--- src/rtl/alu_pkg.sv ---
// Shared types for the ALU command sequencer: opcodes, queued command format
// and sequencer FSM states.
package alu_pkg;

  localparam int ALU_W = 4;

  typedef enum logic [2:0] {
    ADD = 3'd0,
    SUB = 3'd1,
    AND = 3'd2,
    OR  = 3'd3,
    XOR = 3'd4,
    NOT = 3'd5,
    SHL = 3'd6,
    SHR = 3'd7
  } alu_op_e;

  typedef struct packed {
    logic [ALU_W-1:0] a;
    logic [ALU_W-1:0] b;
    alu_op_e          op;
  } alu_cmd_t;

  typedef enum logic [1:0] {
    IDLE  = 2'd0,
    ISSUE = 2'd1,
    RESP  = 2'd2
  } seq_state_e;

endpackage

--- src/rtl/alu_cmd_fifo.sv ---
// Synchronous command FIFO; pushes when full and pops when empty are ignored.
module alu_cmd_fifo
  import alu_pkg::*;
#(
  parameter  int DEPTH = 4,
  localparam int PTR_W = $clog2(DEPTH),
  localparam int CNT_W = PTR_W + 1
) (
  input  logic             clk,
  input  logic             rst_n,
  input  logic             push,
  input  alu_cmd_t         wdata,
  input  logic             pop,
  output alu_cmd_t         rdata,
  output logic             full,
  output logic             empty,
  output logic [CNT_W-1:0] count
);

  alu_cmd_t         mem [DEPTH];
  logic [PTR_W-1:0] wr_ptr;
  logic [PTR_W-1:0] rd_ptr;
  logic             do_push;
  logic             do_pop;

  assign full    = (count == CNT_W'(DEPTH));
  assign empty   = (count == '0);
  assign do_push = push & ~full;
  assign do_pop  = pop & ~empty;
  assign rdata   = mem[rd_ptr];

  // Power-of-two depth lets the pointers wrap by plain overflow.
  always_ff @(posedge clk or negedge rst_n) begin
    if (!rst_n) begin
      wr_ptr <= '0;
      rd_ptr <= '0;
      count  <= '0;
    end else begin
      if (do_push) wr_ptr <= wr_ptr + 1'b1;
      if (do_pop)  rd_ptr <= rd_ptr + 1'b1;
      case ({do_push, do_pop})
        2'b10:   count <= count + 1'b1;
        2'b01:   count <= count - 1'b1;
        default: count <= count;
      endcase
    end
  end

  always_ff @(posedge clk) begin
    if (do_push) mem[wr_ptr] <= wdata;
  end

endmodule

--- src/rtl/alu_op_sequencer.sv ---
// Queues ALU commands, issues them one at a time to a combinational ALU and
// returns the captured ALU outputs as a registered valid/ready response.
//
// state | meaning
// IDLE  | nothing in flight; ALU inputs hold last issued command
// ISSUE | ALU inputs driven for one cycle; outputs captured at closing edge
// RESP  | response held on rsp_* until rsp_ready
module alu_op_sequencer
  import alu_pkg::*;
#(
  parameter  int FIFO_DEPTH = 4,
  parameter  int DATA_W     = 4,
  localparam int CNT_W      = $clog2(FIFO_DEPTH) + 1
) (
  input  logic              clk,
  input  logic              rst_n,
  input  logic              cmd_valid,
  output logic              cmd_ready,
  input  logic [DATA_W-1:0] cmd_a,
  input  logic [DATA_W-1:0] cmd_b,
  input  logic [2:0]        cmd_op,
  output logic [DATA_W-1:0] alu_a,
  output logic [DATA_W-1:0] alu_b,
  output logic [2:0]        alu_op,
  input  logic [DATA_W-1:0] alu_result,
  input  logic              alu_carry,
  input  logic              alu_zero,
  output logic              rsp_valid,
  input  logic              rsp_ready,
  output logic [DATA_W-1:0] rsp_result,
  output logic              rsp_carry,
  output logic              rsp_zero,
  output logic [2:0]        rsp_op,
  output logic              busy,
  output logic [CNT_W-1:0]  fifo_count
);

  seq_state_e state_q;
  seq_state_e state_d;
  alu_cmd_t   fifo_wdata;
  alu_cmd_t   fifo_rdata;
  logic       fifo_full;
  logic       fifo_empty;
  logic       fifo_push;
  logic       fifo_pop;
  logic       rsp_load;
  logic       rsp_fire;

  assign fifo_wdata = '{a: cmd_a, b: cmd_b, op: alu_op_e'(cmd_op)};
  assign cmd_ready  = ~fifo_full;
  assign fifo_push  = cmd_valid & cmd_ready;
  assign rsp_fire   = rsp_valid & rsp_ready;

  alu_cmd_fifo #(.DEPTH(FIFO_DEPTH)) u_fifo (
    .clk   (clk),
    .rst_n (rst_n),
    .push  (fifo_push),
    .wdata (fifo_wdata),
    .pop   (fifo_pop),
    .rdata (fifo_rdata),
    .full  (fifo_full),
    .empty (fifo_empty),
    .count (fifo_count)
  );

  always_comb begin
    state_d  = state_q;
    fifo_pop = 1'b0;
    rsp_load = 1'b0;
    case (state_q)
      IDLE: begin
        if (!fifo_empty) begin
          fifo_pop = 1'b1;
          state_d  = ISSUE;
        end
      end
      ISSUE: begin
        rsp_load = 1'b1;
        state_d  = RESP;
      end
      RESP: begin
        if (rsp_ready) begin
          fifo_pop = ~fifo_empty;
          state_d  = fifo_empty ? IDLE : ISSUE;
        end
      end
      default: state_d = IDLE;
    endcase
  end

  always_ff @(posedge clk or negedge rst_n) begin
    if (!rst_n) begin
      state_q <= IDLE;
    end else begin
      state_q <= state_d;
    end
  end

  // ALU operands only move on a pop so the ALU sees a stable command.
  always_ff @(posedge clk or negedge rst_n) begin
    if (!rst_n) begin
      alu_a  <= '0;
      alu_b  <= '0;
      alu_op <= '0;
    end else if (fifo_pop) begin
      alu_a  <= fifo_rdata.a;
      alu_b  <= fifo_rdata.b;
      alu_op <= fifo_rdata.op;
    end
  end

  always_ff @(posedge clk or negedge rst_n) begin
    if (!rst_n) begin
      rsp_valid  <= 1'b0;
      rsp_result <= '0;
      rsp_carry  <= 1'b0;
      rsp_zero   <= 1'b0;
      rsp_op     <= '0;
    end else if (rsp_load) begin
      rsp_valid  <= 1'b1;
      rsp_result <= alu_result;
      rsp_carry  <= alu_carry;
      rsp_zero   <= alu_zero;
      rsp_op     <= alu_op;
    end else if (rsp_fire) begin
      rsp_valid  <= 1'b0;
    end
  end

  assign busy = (state_q != IDLE) | (fifo_count != '0);

endmodule

--- config.mk ---
export PLATFORM = sky130hd
export DESIGN_NAME = alu_op_sequencer
export DESIGN_NICKNAME = d
export VERILOG_FILES = /design/src/rtl/alu_pkg.sv /design/src/rtl/alu_cmd_fifo.sv /design/src/rtl/alu_op_sequencer.sv
export SDC_FILE = /design/constraint.sdc
export NUM_CORES = 1
export LEC_CHECK = 0
export CORE_MARGIN = 2
export CORE_UTILIZATION = 59
export CTS_BUF_LIST = sky130_fd_sc_hd__clkbuf_8
export CTS_CLUSTER_SIZE = 16
export DETAILED_ROUTE_END_ITERATION = 7
export PLACE_DENSITY = 0.95
export REMOVE_ABC_BUFFERS = 1
export SLEW_MARGIN = 20
export SYNTH_ARGS = -nofsm -noshare
export SYNTH_HDL_FRONTEND = slang
export SYNTH_SLANG_ARGS = --single-unit
--- constraint.sdc ---
create_clock -name clk -period 3.4 [get_ports clk]
set_input_delay 1.02 -clock clk [delete_from_list [all_inputs] [get_ports clk]]
set_output_delay 1.02 -clock clk [all_outputs]
set_load 0.02 [all_outputs]
## Word-level counts from Yosys, hierarchy flattened

Memories as Yosys holds them, arrays and structs flattened. A register that Yosys moved wholly into a read port is not among the register bits.
Index checks and enable logic that the tools add are counted.

- Reduce and logical (&&, ||, !) cells: 8
- Bitwise gates (word level): 7
- Multiplexer cells: 13
- Equal/unequal tests: 7
- Add/sub/neg operators: 4

Operator list:

| kind | count |
|---|---|
| 1-bit 2-to-1 mux | 8 |
| 2-bit one-hot mux with 3 select lines | 1 |
| 3-bit one-hot mux with 2 select lines | 1 |
| 2-bit nonzero test | 3 |
| 2-bit by 1-bit adder with 2-bit output (second input constant) | 2 |
| 1-bit bitwise AND | 4 |
| 2-bit by 1-bit == test with 1-bit output (second input constant) | 2 |
| 2-bit == test (second input constant) | 2 |
| 2-bit 2-to-1 mux | 2 |
| 2-bit inequality test (second input constant) | 2 |
| 3-bit by 1-bit adder with 3-bit output (second input constant) | 1 |
| 3-bit == test (second input constant) | 1 |
| 3-bit logical NOT | 1 |
| 3-bit nonzero test | 1 |
| 3-bit by 1-bit subtractor with 3-bit output (second input constant) | 1 |
| 2-bit logical NOT | 1 |
| 1-bit NOT | 2 |
| 1-bit one-hot mux with 2 select lines | 1 |
| 2-bit AND reduction | 1 |
| 1-bit logical NOT | 1 |
| 1-bit OR | 1 |

- Bits in registers: 19
- Memories kept: 1
- Memory bits (writable): 44

Memories:

| name | depth | bits a word | read ports | clocked after memory_dff | write ports | line | text |
|---|---|---|---|---|---|---|---|
| u_fifo.mem | 4 | 11 | 1 | 1 | 1 | alu_cmd_fifo.sv:20 | `alu_cmd_t mem [DEPTH];` |

## Logic depth before layout (Yosys ltp)

Gate-level depths: netlist (run 1).

- Depth in word-level cells: 7
- Depth in mapped cells: 9
- Depth with buffers taken out: 9

## Hierarchy

A second synthesis (run 1) with hierarchy kept.

- Cells, all modules: 171
- Area, all modules: 2976.6 µm²

Modules (own cells, without submodules):

| module | area each (µm²) | sequential area each (µm²) | instances | cells an instance |
|---|---|---|---|---|
| alu_cmd_fifo | 2031.9 | 1496.4 | 1 | 94 |
| alu_op_sequencer | 944.7 | 575.6 | 1 | 77 |

## Worst setup path after synthesis (run 1)

No wires, ideal clock.

- Path type: input to register
- Start: in rsp_ready
- End: reg u_fifo.count[2]
- Path buffers: 1
- Data required time: 3.320 ns
- Stages: 9
- Path slack: 0.830 ns
- Library setup time: 0.080 ns
- Data arrival time: 2.490 ns
- Cells stage by stage: nor2b_1 > nor3_2 > buf_6 > ha_1 > inv_1 > fa_1 > xor2_1 > nor2_1 > xor2_1

- Cells in the longest elaborated chain, start to end: 5

RTL lines:

| item | line | text |
|---|---|---|
| from (decl) | alu_op_sequencer.sv:29 | `input logic rsp_ready,` |
| 1-bit 2-to-1 mux * | alu_op_sequencer.sv:82 | `if (rsp_ready) begin` |
| 1-bit one-hot mux with 2 select lines * | alu_op_sequencer.sv:70 | `case (state_q)` |
| 1-bit bitwise AND * | alu_cmd_fifo.sv:29 | `assign do_pop = pop & ~empty;` |
| named net u_fifo.do_pop | alu_cmd_fifo.sv:24 | `logic do_pop;` |
| 2-bit by 1-bit == test with 1-bit output / 2-bit == test (equally long branches) | alu_cmd_fifo.sv:41 | `case ({do_push, do_pop})` |
| 3-bit one-hot mux with 2 select lines / 2-bit nonzero test (equally long branches) | n/a |  |
| to (signal assigned) | alu_cmd_fifo.sv:42 | `2'b10: count <= count + 1'b1;` |
| to (signal assigned) | alu_cmd_fifo.sv:43 | `2'b01: count <= count - 1'b1;` |
| to (signal assigned) | alu_cmd_fifo.sv:44 | `default: count <= count;` |
| to (decl) | alu_cmd_fifo.sv:17 | `output logic [CNT_W-1:0] count` |

The timed path passes the listed nets; every way through them passes the cells marked *.
A chain may end at the register's enable or synchronous reset.

## Worst setup path in the final report (run 1)

- Start: reg u_fifo.count[0]
- End: out cmd_ready

- Cells in the longest elaborated chain, start to end: 2

RTL lines:

| item | line | text |
|---|---|---|
| 3-bit == test | alu_cmd_fifo.sv:26 | `assign full = (count == CNT_W'(DEPTH));` |
| 1-bit NOT | alu_op_sequencer.sv:50 | `assign cmd_ready = ~fifo_full;` |
| to (decl) | alu_op_sequencer.sv:18 | `output logic cmd_ready,` |

Every way passes these cells.

==> results.txt, run 1 <==
----------------------------------------------------
[Run status]
  Outcome ... completed

[Drt]
  First-pass detailed-route iteration total ... 4
  Total wirelength of the detailed-routed design ... 5.116 mm
  Via-per-instance ratio ... between 5 and 6
  Remaining number of nets flagged by the antenna check after routing ... 0
  Wire length per cell after detailed routing ... ~17 µm
  First DRT Iteration DRCs ... 53
  Residual DRC count ... 0
  Routed vias ... between 1500 and 2000

[Hold path]
  Type of the worst min-delay path ... reg -> reg

[Placed design]
  Input/output buffers ... 46
  Final HPWL from detailed placement ... 3.305 mm
  Placed Cells incl. Taps ... 279
  Final weighted congestion in routability-driven placement ... 0.7015
  Post-placement cell area ... 0.003448 mm²

[STA]
  Highest attainable clock frequency ... 354.8 MHz
  Final count of hold timing violations ... 0
  Setup Skew ... 0.005295 ns
  Final worst path period share ... 82.90%
  Total negative setup slack ... 0 ns
  Max_slew headroom ... 47.98%
  Tmin final ... 2.819 ns
  Final setup vio count ... 0
  RSZ-0062 raised after global routing ... no
  Number of pins with negative max-slew slack in the final report ... 0
  Transition time of the tightest slew-check pin ... around 0.78 ns

[Floorplan]
  Area of the core ... 0.004755 mm²
  I/O pin total ... 47
  Overall die area ... 0.005533 mm²
  Die X ... roughly 74 µm
  FP Rows ... 25
  Die outline height ... ~74 µm
  Initial cell density of the core ... 61.47%

[Clocking]
  CTS tree ... yes
  Total setup buffers inserted after CTS ... 0
  Clock root buffer ... sky130_fd_sc_hd__clkbuf_8
  Sink Count ... 74
  Hold buffers post-CTS ... 0
  Gates resized, CTS repair ... 0
  Clock transition at the registers of the reported paths ... around 0.07 ns
  H-tree level count ... 3
  Worst-Skew Late Latency ... 0.34 ns
  Largest buffer count on any clock path ... 2
  Total CTS buffers ... 9

[Final layout]
  Number of fill cells ... between 200 and 300
  Area growth from synthesis to layout ... 24.44%
  Final standard cell count with taps included and fillers excluded ... 295
  Non-Filler Cell Area, Final ... 0.003637 mm²
  Number of nets in the layout ... 250
  Proportion of layout cells with a drive suffix above 1 ... around 18%
  Core Util, Final ... between 70% and 80%
  Antenna diode count ... 0

[Pwr]
  Power per unit of standard cell area ... ~970 mW/mm²
  Worst IR Drop VDD ... 0.5563 mV
  Total power after layout ... between 0.003 and 0.004 W
  LEAKAGE ... around 1.5 nW

[Job]
  Max-cap violation count ... 0

[Logic synthesis]
  Proportion of synthesized flip-flops having asynchronous set or reset ... between 40% and 50%
  Synth Area per Inst ... 17.29 µm²
  Area share of the largest cell type after synthesis ... a little under half
  Fraction of the yosys area taken by sequential cells ... 70.89%
  Cell area after technology mapping ... about 0.0029 mm²
  Cell types with the highest counts after synthesis ... sky130_fd_sc_hd__edfxtp_1 (44), sky130_fd_sc_hd__dfrtp_1 (30), sky130_fd_sc_hd__nand2_1 (29)
  Yosys warning total ... 0
  Synth unique cells ... 25
  Post-synthesis cell count ... 169
  Number of enable flip-flop cells after synthesis ... 44
  Leading cell types by total area after synthesis ... sky130_fd_sc_hd__edfxtp_1 (45%), sky130_fd_sc_hd__dfrtp_1 (26%), sky130_fd_sc_hd__mux4_2 (7.7%), sky130_fd_sc_hd__mux2_4 (4.6%), sky130_fd_sc_hd__nand2_1 (3.7%)
  Commonest register cell after synthesis ... sky130_fd_sc_hd__edfxtp_1
  Flip-flop and latch count after synthesis ... 74
  Largest area contributor in the netlist ... sky130_fd_sc_hd__edfxtp_1
  Cell with the most instances after synthesis ... sky130_fd_sc_hd__edfxtp_1

[Global route]
  Initial antenna violation count ... 0
  Vias in the first global route ... 1606
  Pin count of the biggest net entering global routing ... 31
  Wire length of the first global-routing pass ... 8.066 mm
  GRT Total Usage ... a little over a fifth
  Aggregate global routing overflow ... 0

[Worst setup path]
  Critical path data arrival time ... ~1.8 ns
  Worst EP required ... 2.38 ns
  Type of the setup path with the least slack ... reg -> out
  Critical Path Source Type ... register
  Endpoint kind of the worst setup timing path ... output pin
  Crit Path Max Fanout ... 6

----------------------------------------------------
[metal layers]
metal  routed length (µm)  track usage (%)
met1                 1972            24.93
met2                 2775            36.18
met3                  293            6.775
met4                   74            9.127
met5                    0                0
[cell families after synthesis]
logic type	after synthesis	synth area share, %
flops	74	70.89
simple gates	45	7.534
mux	23	14.38
buf+inv	12	2.055
xor+xnor	6	1.798
fa+ha+maj	6	2.825
compound gates	3	0.5135
[cell usage in the layout (no fill, tap or decap), drive strengths merged]
master	n
clkdlybuf4s50	46
edfxtp	44
dfrtp	30
nand2	29
mux2	12
mux4	11
inv	10
clkbuf	10
ha	5
and3	4
xor2	4
o21ai	3
nor3	3
nor2b	2
nor2	2
nand2b	2
xnor2	2
clkinv	2
buf	2
or3b	1
and2	1
nor4b	1
fa	1
bufinv	1
[area by class of cell]
cell class,count,area [µm²],share of cell area (%)
Multi-Input combinational cell,83,790.8,21.74
Clock buffer,10,137.6,3.784
Timing Repair Buffer,48,475.5,13.07
Clock inverter,6,51.30,1.410
Inverter,7,26.28,0.7224
Sequential cell,74,2072,56.97
Tap cell,67,83.83,2.305
[report_power, final]
group          internal (W)  switching, W  total (W)
clock network      0.000349      0.000300   0.000649
registers           0.00126      0.000233    0.00150
logic              0.000751      0.000645    0.00140
total               0.00236       0.00118    0.00354
[metrics by stage]
stage,hold WS (ns),setup WS (ns)
after CTS,0.4787,0.5769
final,0.4749,0.5813
after global placement,0.4567,0.5638
after detailed placement,0.4612,0.4349
after global routing,0.4997,0.5359
after floorplan,0.5279,0.4063
[path summary, 6_finish.rpt]
kind	start	cells after the start	to	slack (ns)
hold / removal	rsp_op[1]	2	rsp_op[1]	0.47
max in group asynchronous	rst_n	2	alu_a[0]	2.05
setup / recovery	u_fifo.count[0]	2	cmd_ready	0.58
setup reg to reg	u_fifo.count[0]	9	u_fifo.count[2]	1.14
min in group asynchronous	rst_n	2	alu_a[2]	1.07
hold reg to reg	rsp_op[1]	2	rsp_op[1]	0.47
[registers in the layout, summed over array words and instances (netlist names), 3 cells and up]
name and flops:
alu_a 4, alu_b 4, alu_op 3, rsp_op 3, rsp_result 4, u_fifo.count 3
u_fifo.mem 44
[critical path, cell delays in order, from the launching register on]
cell and delay [ns]:
sky130_fd_sc_hd__dfrtp_1 0.46, sky130_fd_sc_hd__or3b_4 0.45, sky130_fd_sc_hd__clkdlybuf4s50_1 0.55
(Power assumes the default switching activity.)
==> run 2, diff against run 1 <==
Settings changed: CORE_UTILIZATION 59 to 55, PLACE_DENSITY 0.95 to 0.91.
Clock period 3.4 ns to 2.9 ns, I/O delays scaled along.
==> run 2 against run 1 <==
Via count increased by 2.6%. Critical path type unchanged. Power grew 18%. Critical path depth up 1. Core utilization fell by 4.9 points. Global-route usage down 1.6 points. Sequential share of layout area shrank 0.33 points. Die area is 6.9% higher. Sequential cell count unchanged. Worst hold slack better by 0.00078 ns. Final area rose by 0.58%. Largest power group unchanged. Wire length fell by 2.9%. Largest cell class unchanged. Cell count grew 1.0%.
==> results.txt, run 2 (synthesis gave the netlist of run 1 again) <==
----------------------------------------------------
[Run status]
  Outcome ... completed

[Worst setup path]
  Peak per-stage delay on the critical path ... 0.56 ns (about the same)
  Type of the setup path with the least slack ... reg -> out
  Cell type group with the largest total delay on the critical path ... buffers and inverters
  Critical path's slowest cell ... sky130_fd_sc_hd__clkdlybuf4s50_1
  Critical path data arrival time ... 1.77 ns (-0.03 ns)
  Worst-path cell chain ... nor3_2 > nand2_1 > clkdlybuf4s50_1
  Critical Path Source Type ... register
  Endpoint kind of the worst setup timing path ... output pin
  Worst EP required ... 2.03 ns (-0.35 ns)
  Crit Path Max Fanout ... 5 (-1)
  Buf/Inv on CP ... 1 (unchanged)

[Drt]
  Routed vias ... 1562 (+2.6%)
  Total wirelength of the detailed-routed design ... 4.967 mm (-2.9%)
  Residual DRC count ... 0 (unchanged)
  Remaining number of nets flagged by the antenna check after routing ... 0 (unchanged)
  Via-per-instance ratio ... 5.242 (+1.5%)
  First-pass detailed-route iteration total ... 4 (unchanged)
  First DRT Iteration DRCs ... 78 (+47%)
  Wire length per cell after detailed routing ... 16.67 µm (-3.9%)

[STA]
  Worst hold slack ... 0.4757 ns (+0.0007770 ns)
  RSZ-0062 raised after global routing ... no
  Final setup vio count ... 0 (unchanged)
  Transition time of the tightest slew-check pin ... 0.7277 ns (-0.05257 ns)
  Number of pins with negative max-slew slack in the final report ... 0 (unchanged)
  Final count of hold timing violations ... 0 (unchanged)
  Max_slew headroom ... 51.49% (+3.5 points)
  Highest attainable clock frequency ... roughly 380 MHz
  Tmin final ... between 2 and 3 ns
  Total negative setup slack ... 0 ns (unchanged)
  Setup Skew ... 0.008838 ns (+0.003543 ns)
  Final worst path period share ... between 90% and 100%

[Floorplan]
  Initial cell density of the core ... 57.23% (-4.2 points)
  Die outline height ... 76.90 µm (+3.4%)
  FP Rows ... 26 (+4.0%)
  Die X ... 76.90 µm (+3.4%)
  Area of the core ... 0.005107 mm² (+7.4%)
  Overall die area ... 0.005914 mm² (+6.9%)
  I/O pin total ... 47 (unchanged)

[Final layout]
  Top register by number of flip-flops ... u_fifo.mem
  Number of nets in the layout ... 250 (unchanged)
  Core Util, Final ... 71.63% (-4.9 points)
  Antenna diode count ... 0 (unchanged)
  Number of fill cells ... 354 (+20%)
  Proportion of layout cells with a drive suffix above 1 ... 18.86% (+0.88 points)
  Commonest non-fill, non-tap cells in the layout ... sky130_fd_sc_hd__clkdlybuf4s50_1 (46), sky130_fd_sc_hd__edfxtp_1 (44), sky130_fd_sc_hd__dfrtp_1 (30)
  Non-Filler Cell Area, Final ... 0.003659 mm² (+0.58%)
  Most frequent standard cell in the layout excluding fill and tap cells ... sky130_fd_sc_hd__clkdlybuf4s50_1
  Area growth from synthesis to layout ... 25.17%
  Final standard cell count with taps included and fillers excluded ... 298 (+1.0%)
  Number of flip-flops under the largest register name ... 44 (unchanged)

[Clocking]
  CTS tree ... yes
  Clock transition at the registers of the reported paths ... 0.07 ns (about the same)
  Largest buffer count on any clock path ... 2 (unchanged)
  Gates resized, CTS repair ... 0 (unchanged)
  Hold buffers post-CTS ... 0 (unchanged)
  Clock root buffer ... sky130_fd_sc_hd__clkbuf_8
  H-tree level count ... 3 (unchanged)
  Total setup buffers inserted after CTS ... 0 (unchanged)
  Sink Count ... 74 (unchanged)
  Worst-Skew Late Latency ... 0.34 ns (about the same)
  Total CTS buffers ... 9 (unchanged)

[Job]
  Max-cap violation count ... 0 (unchanged)

[Pwr]
  Worst IR Drop VDD ... 0.7544 mV (+36%)
  Power per unit of standard cell area ... 1141 mW/mm² (+17%)
  LEAKAGE ... 1.449 nW (-0.21%)

[Placed design]
  Placed Cells incl. Taps ... 282 (+1.1%)
  Input/output buffers ... 46 (unchanged)
  Final HPWL from detailed placement ... 3.394 mm (+2.7%)
  Final weighted congestion in routability-driven placement ... 0.7117 (+1.5%)
  Post-placement cell area ... 0.003452 mm² (+0.11%)

[Global route]
  Wire length of the first global-routing pass ... 8.445 mm (+4.7%)
  GRT Total Usage ... 19.66% (-1.6 points)
  Vias in the first global route ... 1693 (+5.4%)
  Aggregate global routing overflow ... 0 (unchanged)
  Initial antenna violation count ... 0 (unchanged)
  Pin count of the biggest net entering global routing ... 31 (unchanged)

[Hold path]
  Type of the worst min-delay path ... reg -> reg

----------------------------------------------------
run 2: changes by cell type in the layout (fill, tap and decap cells not counted), sizes merged:
cell / before / now
clkbuf: 10 / 11
clkinvlp: 0 / 1
inv: 10 / 8
run 2: worst register-to-register path: stages, from the launching register on:
cell	delay, ns
sky130_fd_sc_hd__dfrtp_1	0.43
sky130_fd_sc_hd__or3b_4	0.44
sky130_fd_sc_hd__and2_4	0.19
sky130_fd_sc_hd__inv_1	0.05
sky130_fd_sc_hd__ha_1	0.17
sky130_fd_sc_hd__inv_1	0.07
sky130_fd_sc_hd__fa_1	0.38
sky130_fd_sc_hd__xor2_1	0.15
sky130_fd_sc_hd__nor2_1	0.11
sky130_fd_sc_hd__xor2_1	0.16
run 2: area by class of cell:
cell class	instances	area, µm²	area share, %
sequential	74	2072	56.63
timing repair buffer	48	475.5	13.00
clock inverter	5	55.05	1.505
clock buffer	11	151.4	4.138
inverter	7	26.28	0.7182
tap	70	87.58	2.394
multi-input combinational	83	790.8	21.61
run 2: worst paths after layout:
path                                    to  cells past startpoint  slack (ns)       startpoint
max                                   busy                      3        0.26  u_fifo.count[0]
min                              rsp_op[1]                      2        0.48        rsp_op[1]
max reg2reg                u_fifo.count[2]                      9        0.68  u_fifo.count[0]
min reg2reg                      rsp_op[1]                      2        0.48        rsp_op[1]
max in group asynchronous         alu_b[2]                      2        1.70            rst_n
min in group asynchronous         alu_a[3]                      2        0.91            rst_n
run 2: power breakdown:
part	internal [W]	switching, W	leakage (nW)
logic	0.000878	0.000751	0.582
clock network	0.000441	0.000358	0.107
registers	0.00148	0.000263	0.761
run 2: routing by layer:
layer / GRT usage [%] / wire length (µm) / vias up / share of wire [%]
met2: 33.95 / 2668 / 48 / 54
met1: 22.86 / 1994 / 782 / 40
met5: 0 / 0 / - / 0
li1: - / - / 722 / -
met4: 9.818 / 112 / 0 / 2.3
met3: 4.941 / 191 / 10 / 3.8
run 2: stage by stage:
stage,worst slack (ns),power (W)
2_1_floorplan,0.05628,0.002765
3_3_place_gp,0.2078,0.003334
3_5_place_dp,0.1387,0.003410
4_1_cts,0.2171,0.004230
5_1_grt,0.1473,0.004439
6_report,0.2573,0.004173
==> RTL change 1 (settings of run 2) <==
Re-encode `seq_state_e` (3 states) as one-hot, 3 bits wide.
--- a/src/rtl/alu_pkg.sv
+++ b/src/rtl/alu_pkg.sv
@@ -21,10 +21,10 @@
     alu_op_e          op;
   } alu_cmd_t;
 
-  typedef enum logic [1:0] {
-    IDLE  = 2'd0,
-    ISSUE = 2'd1,
-    RESP  = 2'd2
+  typedef enum logic [2:0] {
+    IDLE  = 3'b001,
+    ISSUE = 3'b010,
+    RESP  = 3'b100
   } seq_state_e;
 
 endpackage
Formal check against the unedited RTL: no difference found for any inputs over 10 cycles, from zero or initial values and one cycle with rst_n low; not proved beyond that.
==> RTL change 1 against run 2 <==
- first-iteration DRC count down 54%
- design area up 3.6%
- via count down 3.1%
- critical path depth down 1
- power up 4.2%
- sequential cell count up 1
- maximum frequency down 0.74%
- worst setup slack worse by 0.020 ns
- die area up 3.6%
- area after synthesis up 3.8%
- clock power up 7.8%
- routed wire length down 0.62%
- largest cell class unchanged
==> RTL change 1: results (changes against run 2) <==
- Run status: completed (unchanged)
* Multi-input gate area: 869.6 um^2 (was 790.8 um^2)
- Xor and xnor area share after synthesis: 1.733% (was 1.798%)
- The summed instance area of the synthesized netlist came to 0.003033 mm^2 (was 0.002923 mm^2).
- The instance count of the mapped netlist came to 153 (was 169).
* Maximum vdd ir drop: 0.6927 mV (was 0.7544 mV)
- The post-place instance area is 0.003571 mm^2 (was 0.003452 mm^2).
- The met1 routed wirelength after detailed routing came to 2058 um (was 1994 um).
- Vias in the first global route: 1593 (was 1693)
* Register area share after synthesis: 69.18% (was 70.89%)
- The internal power was 2.976 mW (was 2.802 mW).
* Most frequent cells after synthesis: 44 x edfxtp_1, 30 x dfrtp_1, 13 x mux2_2 (was 44 x edfxtp_1, 30 x dfrtp_1, 29 x nand2_1)
* Multi-input comb cells: 66 (was 83)
- The wire length of the first global-routing pass came to 7962 um (was 8445 um).
- The met2 track demand over resource came to 29.48% (was 33.95%).
- The detailed route wirelength on metal3 was 258 um (was 191 um).
* Non-filler instance count after layout: 286 (was 298)
- Clock Network Area Fraction: 5.746% (was 5.643%)
- Met1 layer usage reported by global route: 21.65% (was 22.86%)
* Top area cells in the synthesized netlist: edfxtp_1 44%, dfrtp_1 25%, mux4_1 5.2% (was edfxtp_1 45%, dfrtp_1 26%, mux4_2 7.7%)
* Detailed-routed wire length on met2: 2518 um (was 2668 um)
- The count of plain and timing-repair buffers in the layout was 49 (was 48).
* Drt first-iter violations: 36 (was 78)
- The final core utilization was 70.09% (was 71.63%).
- The count of inverters not on the clock network in the layout is 8 (was 7).
- Worst Tran Pin Value: 0.6665 ns (was 0.7277 ns)
* Async S/R FF share, synth: 41.33% (was 40.54%)
- Routability congestion estimate from global placement: 0.7516 (was 0.7117)
* Power of the sequential group: 1.79 mW (was 1.75 mW)
- The share of final-layout standard cells stronger than drive strength 1 was 23.83% (was 18.86%).
- The count of clock-net buffers in the final layout was 10 (was 11).
- Maximum fanout along the worst path: 6 (was 5)
- The via density per instance was 5.290 (was 5.242).
- Post-synthesis compound-gate area fraction: 1.815% (was 0.5137%)
- The share of cell area taken by muxes after synthesis is 18.03% (was 14.38%).
* Avg WL per Cell: 17.26 um (was 16.67 um)
- The number of cells after detailed placement is 270 (was 282).
## RTL change 1: path summary, 6_finish.rpt
check / startpoint / endpoint / slack, ns / cells past startpoint
setup / recovery: u_fifo.count[0]$_DFFE_PN0P_ / cmd_ready / 0.24 / 2
hold / removal: rsp_valid$_DFFE_PN0P_ / rsp_valid$_DFFE_PN0P_ / 0.50 / 1
setup reg to reg: u_fifo.count[0]$_DFFE_PN0P_ / u_fifo.count[2]$_DFFE_PN0P_ / 0.64 / 9
hold reg to reg: rsp_valid$_DFFE_PN0P_ / rsp_valid$_DFFE_PN0P_ / 0.50 / 1
max in group asynchronous: rst_n / state_q[0]$_DFFE_PN1P_ / 1.65 / 2
min in group asynchronous: rst_n / alu_b[1]$_DFFE_PN0N_ / 0.92 / 2
## RTL change 1: through the flow
step	hold WS (ns)	power, mW
final	0.4973	4.350
after global routing	0.5224	4.585
after CTS	0.4969	4.392
after detailed placement	0.4798	3.528
after global placement	0.4693	3.459
after floorplan	0.5348	2.879
==> RTL change 2 (config.mk and constraints of run 2) <==
Without the edit above. Put a register stage on the output `fifo_count`, cleared by the reset. The value now appears one clock later. The other outputs are not delayed to match.
--- a/src/rtl/alu_op_sequencer.sv
+++ b/src/rtl/alu_op_sequencer.sv
@@ -35,6 +35,8 @@
   output logic [CNT_W-1:0]  fifo_count
 );
 
+  logic [CNT_W-1:0] fifo_count_d;
+
   seq_state_e state_q;
   seq_state_e state_d;
   alu_cmd_t   fifo_wdata;
@@ -60,7 +62,7 @@
     .rdata (fifo_rdata),
     .full  (fifo_full),
     .empty (fifo_empty),
-    .count (fifo_count)
+    .count (fifo_count_d)
   );
 
   always_comb begin
@@ -127,7 +129,15 @@
     end
   end
 
-  assign busy = (state_q != IDLE) | (fifo_count != '0);
+  assign busy = (state_q != IDLE) | (fifo_count_d != '0);
+
+  always_ff @(posedge clk or negedge rst_n) begin
+    if (!rst_n) begin
+      fifo_count <= '0;
+    end else begin
+      fifo_count <= fifo_count_d;
+    end
+  end
 
 endmodule
 
Check against the original RTL: not equivalent (Yosys sat finds a counterexample within 4 cycles, from zero or initial values and one cycle with rst_n low).
==> RTL change 2 against run 2 <==
- global-route usage decreased by 0.57 points
- highest routed layer unchanged
- sequential power increased by 5%
- sequential cell count increased by 3
- core utilization decreased by 0.56 points
- final cell count increased by 0.67%
- largest cell class unchanged
- worst hold slack improved by 0.0085 ns
- routed wire length increased by 3.2%
- register-to-register slack about the same
- critical endpoint is now cmd_ready
- power decreased by 1.9%
- area after synthesis increased by 2.6%
- worst setup slack got worse by 0.0090 ns
- first-iteration DRC count increased by 9.0%
- design area increased by 0.48%
==> RTL change 2: results (changes against run 2) <==
- The top metal layer carrying routed signals was met4 (unchanged).
* Hold path endpoint: rsp_result[2]$_DFFE_PN0P_ (was rsp_op[1]$_DFFE_PN0P_)
* Worst Tran Pin Value: 0.8023 ns (was 0.7277 ns)
* Wire length of the first global-routing pass: 8500 um (was 8445 um)
- The maximum fanout count along the critical path is 6 (was 5).
- The per-cell routed wire length came to 17.08 um (was 16.67 um).
- Final Hold Slack: 0.4842 ns (was 0.4757 ns)
- Proportion of synthesized area in mux cells: 14.02% (was 14.38%)
- Drt first-iter violations: 85 (was 78)
- Setup slack after placement: 0.1607 ns (was 0.1387 ns)
- Count of nets after finishing: 253 (was 250)
* Clock Network Area Fraction: 4.050% (was 5.643%)
- Post-synthesis cell count: 172 (was 169)
- Signal buffers share of area: 12.93% (was 13.00%)
* Area overhead of the layout relative to synthesis: 22.62% (was 25.17%)
* Met3 track utilization from global routing: 4.302% (was 4.941%)
- The async set-or-reset flop fraction in the synthesized netlist is 42.86% (was 40.54%).
- The proportion of total power due to net switching came to 33.77% (was 32.86%).
* Synth top area share: 44.07% (was 45.21%)
- The sequential fraction of design power came to 44.7% (was 41.8%).
* Xor and xnor area share after synthesis: 1.753% (was 1.798%)
- Met2 usage in global routing: 31.21% (was 33.95%)
- TritonCTS sink count: 77 (was 74)
- Routed vias: 1582 (was 1562)
- The detailed route wirelength on metal3 is 241 um (was 191 um).
* First-pass iteration count of the detailed router: 5 (was 4)
- The detailed-placement wirelength estimate came to 3294 um (was 3394 um).
- Run status: completed (unchanged).
- Power of the sequential group: 1.83 mW (was 1.75 mW)
- Register area share after synthesis: 71.62% (was 70.89%)
- The number of cells after detailed placement was 285 (was 282).
- Count of antenna diodes in the layout: 0 (unchanged)
* Post-synthesis compound-gate area fraction: 0.5008% (was 0.5137%)
* Most frequent cells after synthesis: 44 x edfxtp_1, 33 x dfrtp_1, 29 x nand2_1 (was 44 x edfxtp_1, 30 x dfrtp_1, 29 x nand2_1)
- Top area cells in the synthesized netlist: edfxtp_1 44%, dfrtp_1 28%, mux4_2 7.5% (was edfxtp_1 45%, dfrtp_1 26%, mux4_2 7.7%).
* Routability congestion estimate from global placement: 0.6825 (was 0.7117)
- Maximum vdd ir drop: 0.6225 mV (was 0.7544 mV)
* Met1 layer usage reported by global route: 24.06% (was 22.86%)
- The via count of the first global-routing pass is 1676 (was 1693).
- The area taken by flip-flops and latches was 0.002147 mm^2 (was 0.002072 mm^2).
* Mean number of vias per cell: 5.273 (was 5.242)
* Hold path startpoint: rsp_result[2]$_DFFE_PN0P_ (was rsp_op[1]$_DFFE_PN0P_)
* Total of fill cells in the finished design: 327 (was 354)
* Leak: 1.464 nW (was 1.449 nW)
## RTL change 2: changes by cell type in the layout (fill, tap and decap cells not counted), sizes merged
cell and change:
clkinv +2, dfrtp +3, bufinv -1, inv +1, clkinvlp -1, clkbuf -2
## RTL change 2: worst register-to-register path, delay by kind of cell, from the launching register on
family,cells,cell delay (ns)
and+or+nand+nor,3,0.75
adders and majority gates,2,0.54
DFF,1,0.45
xor gates and xnor gates,2,0.30
buffers and inverters,2,0.11
## RTL change 2: worst max-delay path by stage
stage | to | slack (ns) | cells after the start
6_report | cmd_ready | 0.25 | 2
5_1_grt | busy | 0.17 | 3
4_1_cts | cmd_ready | 0.23 | 2
3_5_place_dp | u_fifo.count[2]$_DFFE_PN0P_ | 0.16 | 9
3_3_place_gp | u_fifo.count[2]$_DFFE_PN0P_ | 0.20 | 9
2_1_floorplan | u_fifo.count[2]$_DFFE_PN0P_ | 0.06 | 8
